$ cat config.mk
export PLATFORM = sky130hd
export DESIGN_NAME = pipeline_stall_ctrl
export DESIGN_NICKNAME = d
export VERILOG_FILES = /design/src/rtl/pipeline_stall_ctrl_pkg.sv /design/src/rtl/pipeline_stall_ctrl_mem_phase_fsm.sv /design/src/rtl/pipeline_stall_ctrl.sv
export SDC_FILE = /design/constraint.sdc
export NUM_CORES = 1
export LEC_CHECK = 0
export BUFFER_PORTS_ARGS = -buffer_cell sky130_fd_sc_hd__buf_2
export CORE_MARGIN = 2
export CORE_UTILIZATION = 40
export DETAILED_ROUTE_END_ITERATION = 6
export PLACE_DENSITY = 0.85
export SYNTH_ARGS = -nofsm -noshare
export SYNTH_HDL_FRONTEND = slang
export SYNTH_SLANG_ARGS = --single-unit
$ cat constraint.sdc
create_clock -name clk -period 2 [get_ports clk]
set_input_delay 0.2 -clock clk [delete_from_list [all_inputs] [get_ports clk]]
set_output_delay 0.2 -clock clk [all_outputs]
set_load 0.02 [all_outputs]
$ cat src/rtl/pipeline_stall_ctrl_pkg.sv
// Shared LC-3b pipeline types: memory-phase FSM states, bank indices
// and a saturating increment for the performance counters.
package lc3b_types;

  typedef enum logic [1:0] {
    IDLE   = 2'd0,
    ACCESS = 2'd1,
    DONE   = 2'd2
  } ctrl_state_t;

  localparam int BANK_PC = 0;
  localparam int BANK_FD = 1;
  localparam int BANK_DX = 2;
  localparam int BANK_XM = 3;
  localparam int BANK_MW = 4;

  function automatic logic [31:0] sat_inc(input logic [31:0] v);
    return (v == 32'hFFFF_FFFF) ? v : v + 32'd1;
  endfunction

endpackage

$ cat src/rtl/pipeline_stall_ctrl_mem_phase_fsm.sv
// Multi-phase data access sequencer (IDLE/ACCESS/DONE).
// In: clk, reset, inst/data resp, mem_req_valid, mem_phases.
// Out: data_ok, mem_access_en, mem_phase, phase_addr_load.
module mem_phase_fsm
  import lc3b_types::*;
#(
  parameter int MAX_PHASES = 2,
  parameter int CW = $clog2(MAX_PHASES + 1),
  parameter int PW = (MAX_PHASES > 1) ? $clog2(MAX_PHASES) : 1
) (
  input  logic          clk,
  input  logic          reset,
  input  logic          inst_mem_resp,
  input  logic          data_mem_resp,
  input  logic          mem_req_valid,
  input  logic [CW-1:0] mem_phases,
  output logic          data_ok,
  output logic          mem_access_en,
  output logic [PW-1:0] mem_phase,
  output logic          phase_addr_load
);

  ctrl_state_t   state;
  logic [CW-1:0] phases_q;
  logic [CW-1:0] last;
  logic          is_last;
  logic          resp_last;
  logic          adv;

  // A zero phase count is treated as a single access.
  assign last      = (phases_q == '0) ? '0 : phases_q - CW'(1);
  assign is_last   = CW'(mem_phase) >= last;
  assign resp_last = (state == ACCESS) & data_mem_resp & is_last;

  assign data_ok = ~mem_req_valid | (state == DONE) | resp_last;
  assign adv     = inst_mem_resp & data_ok;

  assign mem_access_en = ~reset &
    (((state == IDLE) & mem_req_valid) | (state == ACCESS));

  assign phase_addr_load = ~reset & (state == ACCESS) &
    data_mem_resp & ~is_last;

  always_ff @(posedge clk) begin
    if (reset) begin
      state     <= IDLE;
      mem_phase <= '0;
      phases_q  <= CW'(1);
    end else begin
      unique case (state)
        IDLE: begin
          if (mem_req_valid) begin
            state     <= ACCESS;
            phases_q  <= mem_phases;
            mem_phase <= '0;
          end
        end
        ACCESS: begin
          if (data_mem_resp) begin
            if (!is_last) begin
              mem_phase <= mem_phase + PW'(1);
            end else if (adv) begin
              state     <= IDLE;
              mem_phase <= '0;
            end else begin
              state <= DONE;
            end
          end
        end
        DONE: begin
          if (adv) begin
            state     <= IDLE;
            mem_phase <= '0;
          end
        end
        default: begin
          state     <= IDLE;
          mem_phase <= '0;
        end
      endcase
    end
  end

endmodule

$ cat src/rtl/pipeline_stall_ctrl.sv
// Pipeline advance/stall/flush controller; per-bank load/bubble masks.
// Optional perf counters enabled by macro STALL_CNT_EN.
module pipeline_stall_ctrl
  import lc3b_types::*;
#(
  parameter int NUM_STAGES  = 5,
  parameter int FLUSH_DEPTH = 3,
  parameter int LU_STAGE    = 2,
  parameter int MAX_PHASES  = 2
) (
  input  logic clk,
  input  logic reset,
  input  logic inst_mem_resp,
  input  logic data_mem_resp,
  input  logic mem_req_valid,
  input  logic [$clog2(MAX_PHASES+1)-1:0] mem_phases,
  input  logic load_use,
  input  logic redirect,
  output logic [NUM_STAGES-1:0] stage_load,
  output logic [NUM_STAGES-1:0] stage_reset,
  output logic mem_access_en,
  output logic [((MAX_PHASES>1)?$clog2(MAX_PHASES):1)-1:0] mem_phase,
  output logic phase_addr_load,
  output logic [31:0] perf_stall_cnt,
  output logic [31:0] perf_flush_cnt
);

  localparam int CW = $clog2(MAX_PHASES + 1);
  localparam int PW = (MAX_PHASES > 1) ? $clog2(MAX_PHASES) : 1;

  localparam logic [NUM_STAGES-1:0] ONES = '1;
  localparam logic [NUM_STAGES-1:0] FLUSH_MASK =
    (ONES >> (NUM_STAGES - FLUSH_DEPTH)) << 1;
  localparam logic [NUM_STAGES-1:0] LU_LOAD = ONES << LU_STAGE;
  localparam logic [NUM_STAGES-1:0] LU_BUB =
    NUM_STAGES'(1) << LU_STAGE;

  logic data_ok;
  logic advance;

  mem_phase_fsm #(
    .MAX_PHASES(MAX_PHASES),
    .CW        (CW),
    .PW        (PW)
  ) u_fsm (
    .clk            (clk),
    .reset          (reset),
    .inst_mem_resp  (inst_mem_resp),
    .data_mem_resp  (data_mem_resp),
    .mem_req_valid  (mem_req_valid),
    .mem_phases     (mem_phases),
    .data_ok        (data_ok),
    .mem_access_en  (mem_access_en),
    .mem_phase      (mem_phase),
    .phase_addr_load(phase_addr_load)
  );

  assign advance = inst_mem_resp & data_ok;

  // Redirect wins over load_use: the stalled consumer is squashed anyway.
  always_comb begin
    stage_load  = '0;
    stage_reset = '0;
    if (reset) begin
      stage_reset = ONES;
    end else if (advance) begin
      if (redirect) begin
        stage_load  = ONES;
        stage_reset = FLUSH_MASK;
      end else if (load_use) begin
        stage_load  = LU_LOAD;
        stage_reset = LU_BUB;
      end else begin
        stage_load = ONES;
      end
    end
  end

`ifdef STALL_CNT_EN
  logic [31:0] stall_q;
  logic [31:0] flush_q;

  always_ff @(posedge clk) begin
    if (reset) begin
      stall_q <= '0;
      flush_q <= '0;
    end else begin
      if (!advance)
        stall_q <= sat_inc(stall_q);
      if (advance && redirect)
        flush_q <= sat_inc(flush_q);
    end
  end

  assign perf_stall_cnt = stall_q;
  assign perf_flush_cnt = flush_q;
`else
  assign perf_stall_cnt = '0;
  assign perf_flush_cnt = '0;
`endif

endmodule

==> impl_metrics.csv, run 1 <==
group,metric,value,unit
run_status,outcome,"completed",
layout,fillers,247,
floorplanning,rows,17,
drt,wl,1320,um
floorplanning,core,2230,sq um
placement,pre_cts_ws,0.329,ns
floorplanning,initial_utilization,42.6,%
timing,rsz0062_at_grt,"false",
drt,num_vias,620,
synthesis,synth_compound_area_share,13.9,%
layout,area.growth.synth_to_final,-13.0,%
clock_tree,cts_buffers,3,
grt,grt_antenna_before_repair,0,
clock_tree,cts-htree-levels,1,
drt,wl_per_cell,7.81,um
grt,grt_usage,9.34,%
clock_tree,root_buffer,"clkbuf_4",
drt,dr.pass1.iters,2,
clock_tree,clock_path_buffers,2,
timing,period_minus_slack,1.86,ns
floorplanning,dieArea,2780,sq um
timing,fmax,0.536,GHz
synthesis,ys_ff_latch,5,
timing,skew,0.00783,ns
clock_tree,clock-sinks,5,
synthesis,synth_xor_area_share,0,%
synthesis,syn-instance-count,124,
power,ir_drop,0.263,mV
drt,drc,0,
clock_tree,cts_tree,"built",
grt,grt_max_degree,17,
layout,final_cell_mix,"64 x conb_1, 21 x buf_2, 7 x nand2_1",
placement,io_buffers,21,
synthesis,yosys.area_share.simple,12.9,%
synthesis,synth_top_family_by_area,"buffers and inverters",
synthesis,avgSynthCellArea,7.67,sq um
clock_tree,clk_pin_slew,0.05,ns
grt,grt_first_pass_wirelength,1870,um
timing,hold_viol,0,
clock_tree,cts_setup_buffers,0,
critical_path,critPathMaxFanout,4,
timing,hold_slack,0.208,ns
timing,slew_viol_final,0,
synthesis,synth.mux.area_fraction,1.05,%
placement,place_congestion,0.829,
timing,fin_crit_sh,93.2,%
power,p_leak,0.000474,uW
floorplanning,die_height,52.8,um
timing,setup_tns,0,ns
layout,final_layout_size_suffix_gt1_share,22.0,%
critical_path,cp_data_arrival_time,1.66,ns
critical_path,cp-end-kind,"output pin",
clock_tree,clk_latency,0.25,ns
synthesis,syn-cell-area,951,sq um
synthesis,yosysWarningCount,0,
drt,ant_nets,0,
grt,first_global_vias,476,
run,max_cap_viol_count,0,
synthesis,netlist-cell-type-count,28,
layout,antenna_cells,0,
layout,layout_commonest_cell,"conb_1",
critical_path,crit_required,1.80,ns
power,p_per_area,817,nW/um^2
min_path,worstHoldPathType,"in2reg",
timing,fin_ws,0.136,ns
synthesis,ys_seq_area_share,10.5,%
placement,place_hpwl,1160,um
drt,vias_per_cell,3.67,
floorplanning,num_io_pins,86,
drt,drt-initial-drc-count,6,
power,total_power,676,uW
grt,grt_overflow,0,
timing,setup_viol,0,
floorplanning,die_w,52.8,um
layout,layout.nets,154,
critical_path,crit_type,"reg2out",
synthesis,synthAdderAreaFrac,3.95,%
critical_path,crit_path_start_kind,"register",
[cells by family after synthesis]
family / after synthesis
adders and majority gates: 3
buffers and inverters: 75
muxes: 1
DFF: 5
and+or+nand+nor: 23
other: 1
AOI/OAI and AO/OA: 16
[per-layer routing]
layer	share of wire (%)	routed length [um]	GRT usage (%)
met1	36	476	9.04
met2	50	655	15.2
met3	13	174	4.57
met4	0.91	12	6.84
met5	0	0	0
[final timing paths]
path	from	end	slack, ns	cells past startpoint
worst min-delay path	mem_phases[1]	u_fsm.phases_q[1]	0.21	3
worst max-delay path	u_fsm.state[0]	stage_reset[3]	0.14	7
worst max register to register	u_fsm.state[0]	u_fsm.state[0]	0.60	6
worst min register to register	u_fsm.state[0]	u_fsm.state[0]	0.50	2
[cell usage after synthesis, drive strengths merged]
| library cell | count | area share, % |
|---|---|---|
| and3 | 1 | 0.66 |
| o21bai | 2 | 1.6 |
| nor3b | 1 | 0.79 |
| a211o | 1 | 0.92 |
| dfxtp | 5 | 11 |
| o211ai | 1 | 2.2 |
| a21boi | 1 | 0.79 |
| or2 | 1 | 0.66 |
| ha | 3 | 3.9 |
| o21ai | 1 | 0.53 |
| conb | 1 | 0.39 |
| a31oi | 3 | 2.6 |
| mux2i | 1 | 1.1 |
| nor2 | 5 | 2.0 |
| o32ai | 2 | 1.8 |
| nand2 | 8 | 3.4 |
| nor3 | 1 | 0.53 |
| nand3 | 1 | 0.53 |
| a211oi | 1 | 1.3 |
| nand2b | 5 | 4.3 |
| buf | 71 | 56 |
| a21oi | 4 | 2.1 |
| inv | 4 | 1.6 |
[where the power goes]
group | internal, uW | switching (uW)
Combinational | 123 | 291
Clock | 75.7 | 45.8
Sequential | 122 | 17.6
Total | 321 | 354
[sequential cells by signal (all words and copies together), names as in the netlist]
register / cells
u_fsm.phases_q: 2
u_fsm.mem_phase: 1
u_fsm.state: 2
[final cells by class]
| type | instances | area [sq um] | share of cell area, % |
|---|---|---|---|
| Multi-Input combinational cell | 107 | 546 | 66.0 |
| Clock buffer | 4 | 26.3 | 3.18 |
| Timing Repair Buffer | 21 | 105 | 12.7 |
| Sequential cell | 5 | 100 | 12.1 |
| Inverter | 4 | 15.0 | 1.82 |
| Tap cell | 28 | 35.0 | 4.24 |
[through the flow]
stage          std cells  utilization, %  cell area, sq um
2_1_floorplan        187               -              1190
3_3_place_gp         165            35.7               798
3_5_place_dp         165            35.7               798
4_1_cts              169            36.9               825
5_1_grt              169            37.0               827
6_report             169            37.0               827
[what timing repair did]
action                                  CTS  global route
hold endpoints to repair                  0             0
resized for setup                         0             1
hold buffers                              0             0
endpoints found under the setup margin    0             7
[worst max-delay path, cell delays in order, from the launching register on]
cell and delay (ns):
dfxtp_1 0.35, inv_1 0.07, ha_1 0.21, inv_1 0.13, nand2_1 0.07, o21ai_1 0.29
o21bai_1 0.12, buf_2 0.17
Power figures use the tool's default switching activity.
==> run 2, diff against run 1 <==
--- a/config.mk
+++ b/config.mk
@@ -8,6 +8,7 @@
 export BUFFER_PORTS_ARGS = -buffer_cell sky130_fd_sc_hd__buf_2
 export CORE_MARGIN = 2
 export CORE_UTILIZATION = 40
+export CTS_BUF_LIST = sky130_fd_sc_hd__clkbuf_4 sky130_fd_sc_hd__clkbuf_8
 export DETAILED_ROUTE_END_ITERATION = 6
 export PLACE_DENSITY = 0.85
 export SYNTH_ARGS = -nofsm -noshare
==> run 2 against run 1 <==
- via count stayed put
- largest power group unchanged
- core utilization is 0.17 points higher
- die area unchanged
- critical path depth stayed put
- critical path type unchanged
- global-route usage unchanged
- clock-buffer cell count stayed put
- sequential power hardly changed
- clock power grew 11%
- cell area is 0.45% higher
==> impl_metrics.csv, run 2 (same netlist as run 1, synthesis figures left out) <==
group,metric,value,unit
grt,grt_overflow,0,
layout,antenna_cells,0,
timing,fmax,0.536,GHz
drt,drt-initial-drc-count,6,
floorplanning,dieArea,2780,sq um
drt,num_vias,620,
floorplanning,die_w,52.8,um
clock_tree,cts-htree-levels,1,
critical_path,crit_chain,"inv_1 -> ha_1 -> inv_1 -> nand2_1 -> o21ai_1 -> o21bai_1 -> buf_2",
drt,drc,0,
power,p_per_area,829,nW/um^2
drt,ant_nets,0,
grt,met3_usage,4.57,%
timing,hold_viol,0,
timing,slew_viol_final,0,
drt,dr.pass1.iters,2,
clock_tree,clock-sinks,5,
critical_path,cpLargestDelayFamily,"compound AO/OA/AOI/OAI gates",
clock_tree,clk_latency,0.25,ns
grt,grt_first_pass_wirelength,1870,um
critical_path,cp_data_arrival_time,1.66,ns
clock_tree,cts_tree,"built",
power,p_leak,0.000477,uW
clock_tree,cts_buffers,3,
layout,top_regs,"u_fsm.phases_q: 2 flops, u_fsm.state: 2 flops, u_fsm.mem_phase: 1 flops",
grt,met1_usage,9.04,%
timing,period_minus_slack,1.86,ns
timing,rsz0062_at_grt,"false",
placement,io_buffers,21,
placement,place_hpwl,1160,um
critical_path,cp-end-kind,"output pin",
timing,setup_viol,0,
power,ir_drop,0.263,mV
grt,top_usage_layer,"met2",
critical_path,cpMostUsedCell,"inv_1",
critical_path,crit_required,1.80,ns
critical_path,critPathMaxFanout,4,
floorplanning,die_height,52.8,um
clock_tree,clock_path_buffers,2,
layout,layout_commonest_cell,"conb_1",
floorplanning,initial_utilization,42.6,%
clock_tree,clk_pin_slew,0.05,ns
floorplanning,rows,17,
run_status,outcome,"completed",
critical_path,slowest_stage,"dfxtp_1",
floorplanning,num_io_pins,86,
timing,setup_tns,0,ns
layout,final_cell_mix,"64 x conb_1, 21 x buf_2, 7 x nand2_1",
critical_path,crit_type,"reg2out",
drt,wl,1320,um
grt,grt_usage,9.34,%
run,max_cap_viol_count,0,
timing,skew,0.00771,ns
floorplanning,core,2230,sq um
grt,grtUsageMet2,15.2,%
grt,grt_antenna_before_repair,0,
layout,final_layout_size_suffix_gt1_share,22.7,%
timing,hold_slack,0.208,ns
layout,area.growth.synth_to_final,-12.6,%
timing,fin_crit_sh,93.2,%
grt,first_global_vias,476,
min_path,worstHoldPathType,"in2reg",
clock_tree,cts-hold-fix-buffers,0,
layout,layout.nets,154,
grt,grt_max_degree,17,
clock_tree,root_buffer,"clkbuf_4",
drt,vias_per_cell,3.67,
critical_path,cp_num_buf_inv,3,
drt,wl_per_cell,7.81,um
critical_path,crit_path_start_kind,"register",
placement,place_congestion,0.829,
critical_path,cpPeakStageDelay,0.35,ns
## run 2: layout make-up
type | instances | area [sq um]
clock buffers | 4 | 30.0
fillers | 247 | 1400
inverters | 4 | 15.0
multi-input cells | 107 | 546
flip-flops and latches | 5 | 100
well taps | 28 | 35.0
repair buffers | 21 | 105
## run 2: per-layer routing
layer | part of all wire [%] | wire length, um
met5 | 0 | 0
met4 | 0.91 | 12
met3 | 13 | 174
met2 | 50 | 655
met1 | 36 | 476
## run 2: report_power, final
group / total, uW / internal, uW / switching (uW) / leakage (uW)
sequential: 140 / 122 / 17.6 / 0.0000410
clock: 135 / 89.3 / 45.8 / 0.0000184
combinational: 414 / 123 / 291 / 0.000418
total: 689 / 335 / 355 / 0.000477
## run 2: worst register-to-register path, cell delays in order (launching register included)
cell,delay (ns)
dfxtp_1,0.35
inv_1,0.07
ha_1,0.29
nand2b_4,0.13
o211ai_4,0.09
a31oi_2,0.21
mux2i_1,0.20
## run 2: through the flow
stage / total power, uW / instances / area, sq um / setup slack, ns / utilization [%]
final: 689 / 169 / 831 / 0.136 / 37.2
after global routing: 745 / 169 / 831 / 0.00321 / 37.2
after CTS: 686 / 169 / 828 / 0.0635 / 37.1
after detailed placement: 549 / 165 / 798 / 0.329 / 35.7
after global placement: 545 / 165 / 798 / 0.401 / 35.7
after floorplan: 587 / 187 / 1190 / 0.209 / -
## run 2: final timing paths
path	slack, ns	end	cells past startpoint	from
max	0.14	stage_reset[3]	7	u_fsm.state[0]
min	0.21	u_fsm.phases_q[1]	3	mem_phases[1]
max reg2reg	0.60	u_fsm.state[0]	6	u_fsm.state[0]
min reg2reg	0.50	u_fsm.state[0]	2	u_fsm.state[0]
## run 2: what timing repair did
item / 4_1_cts / 5_1_grt
resized for setup: 0 / 1
endpoints found under the setup margin: 0 / 7
setup buffers: 0 / 0
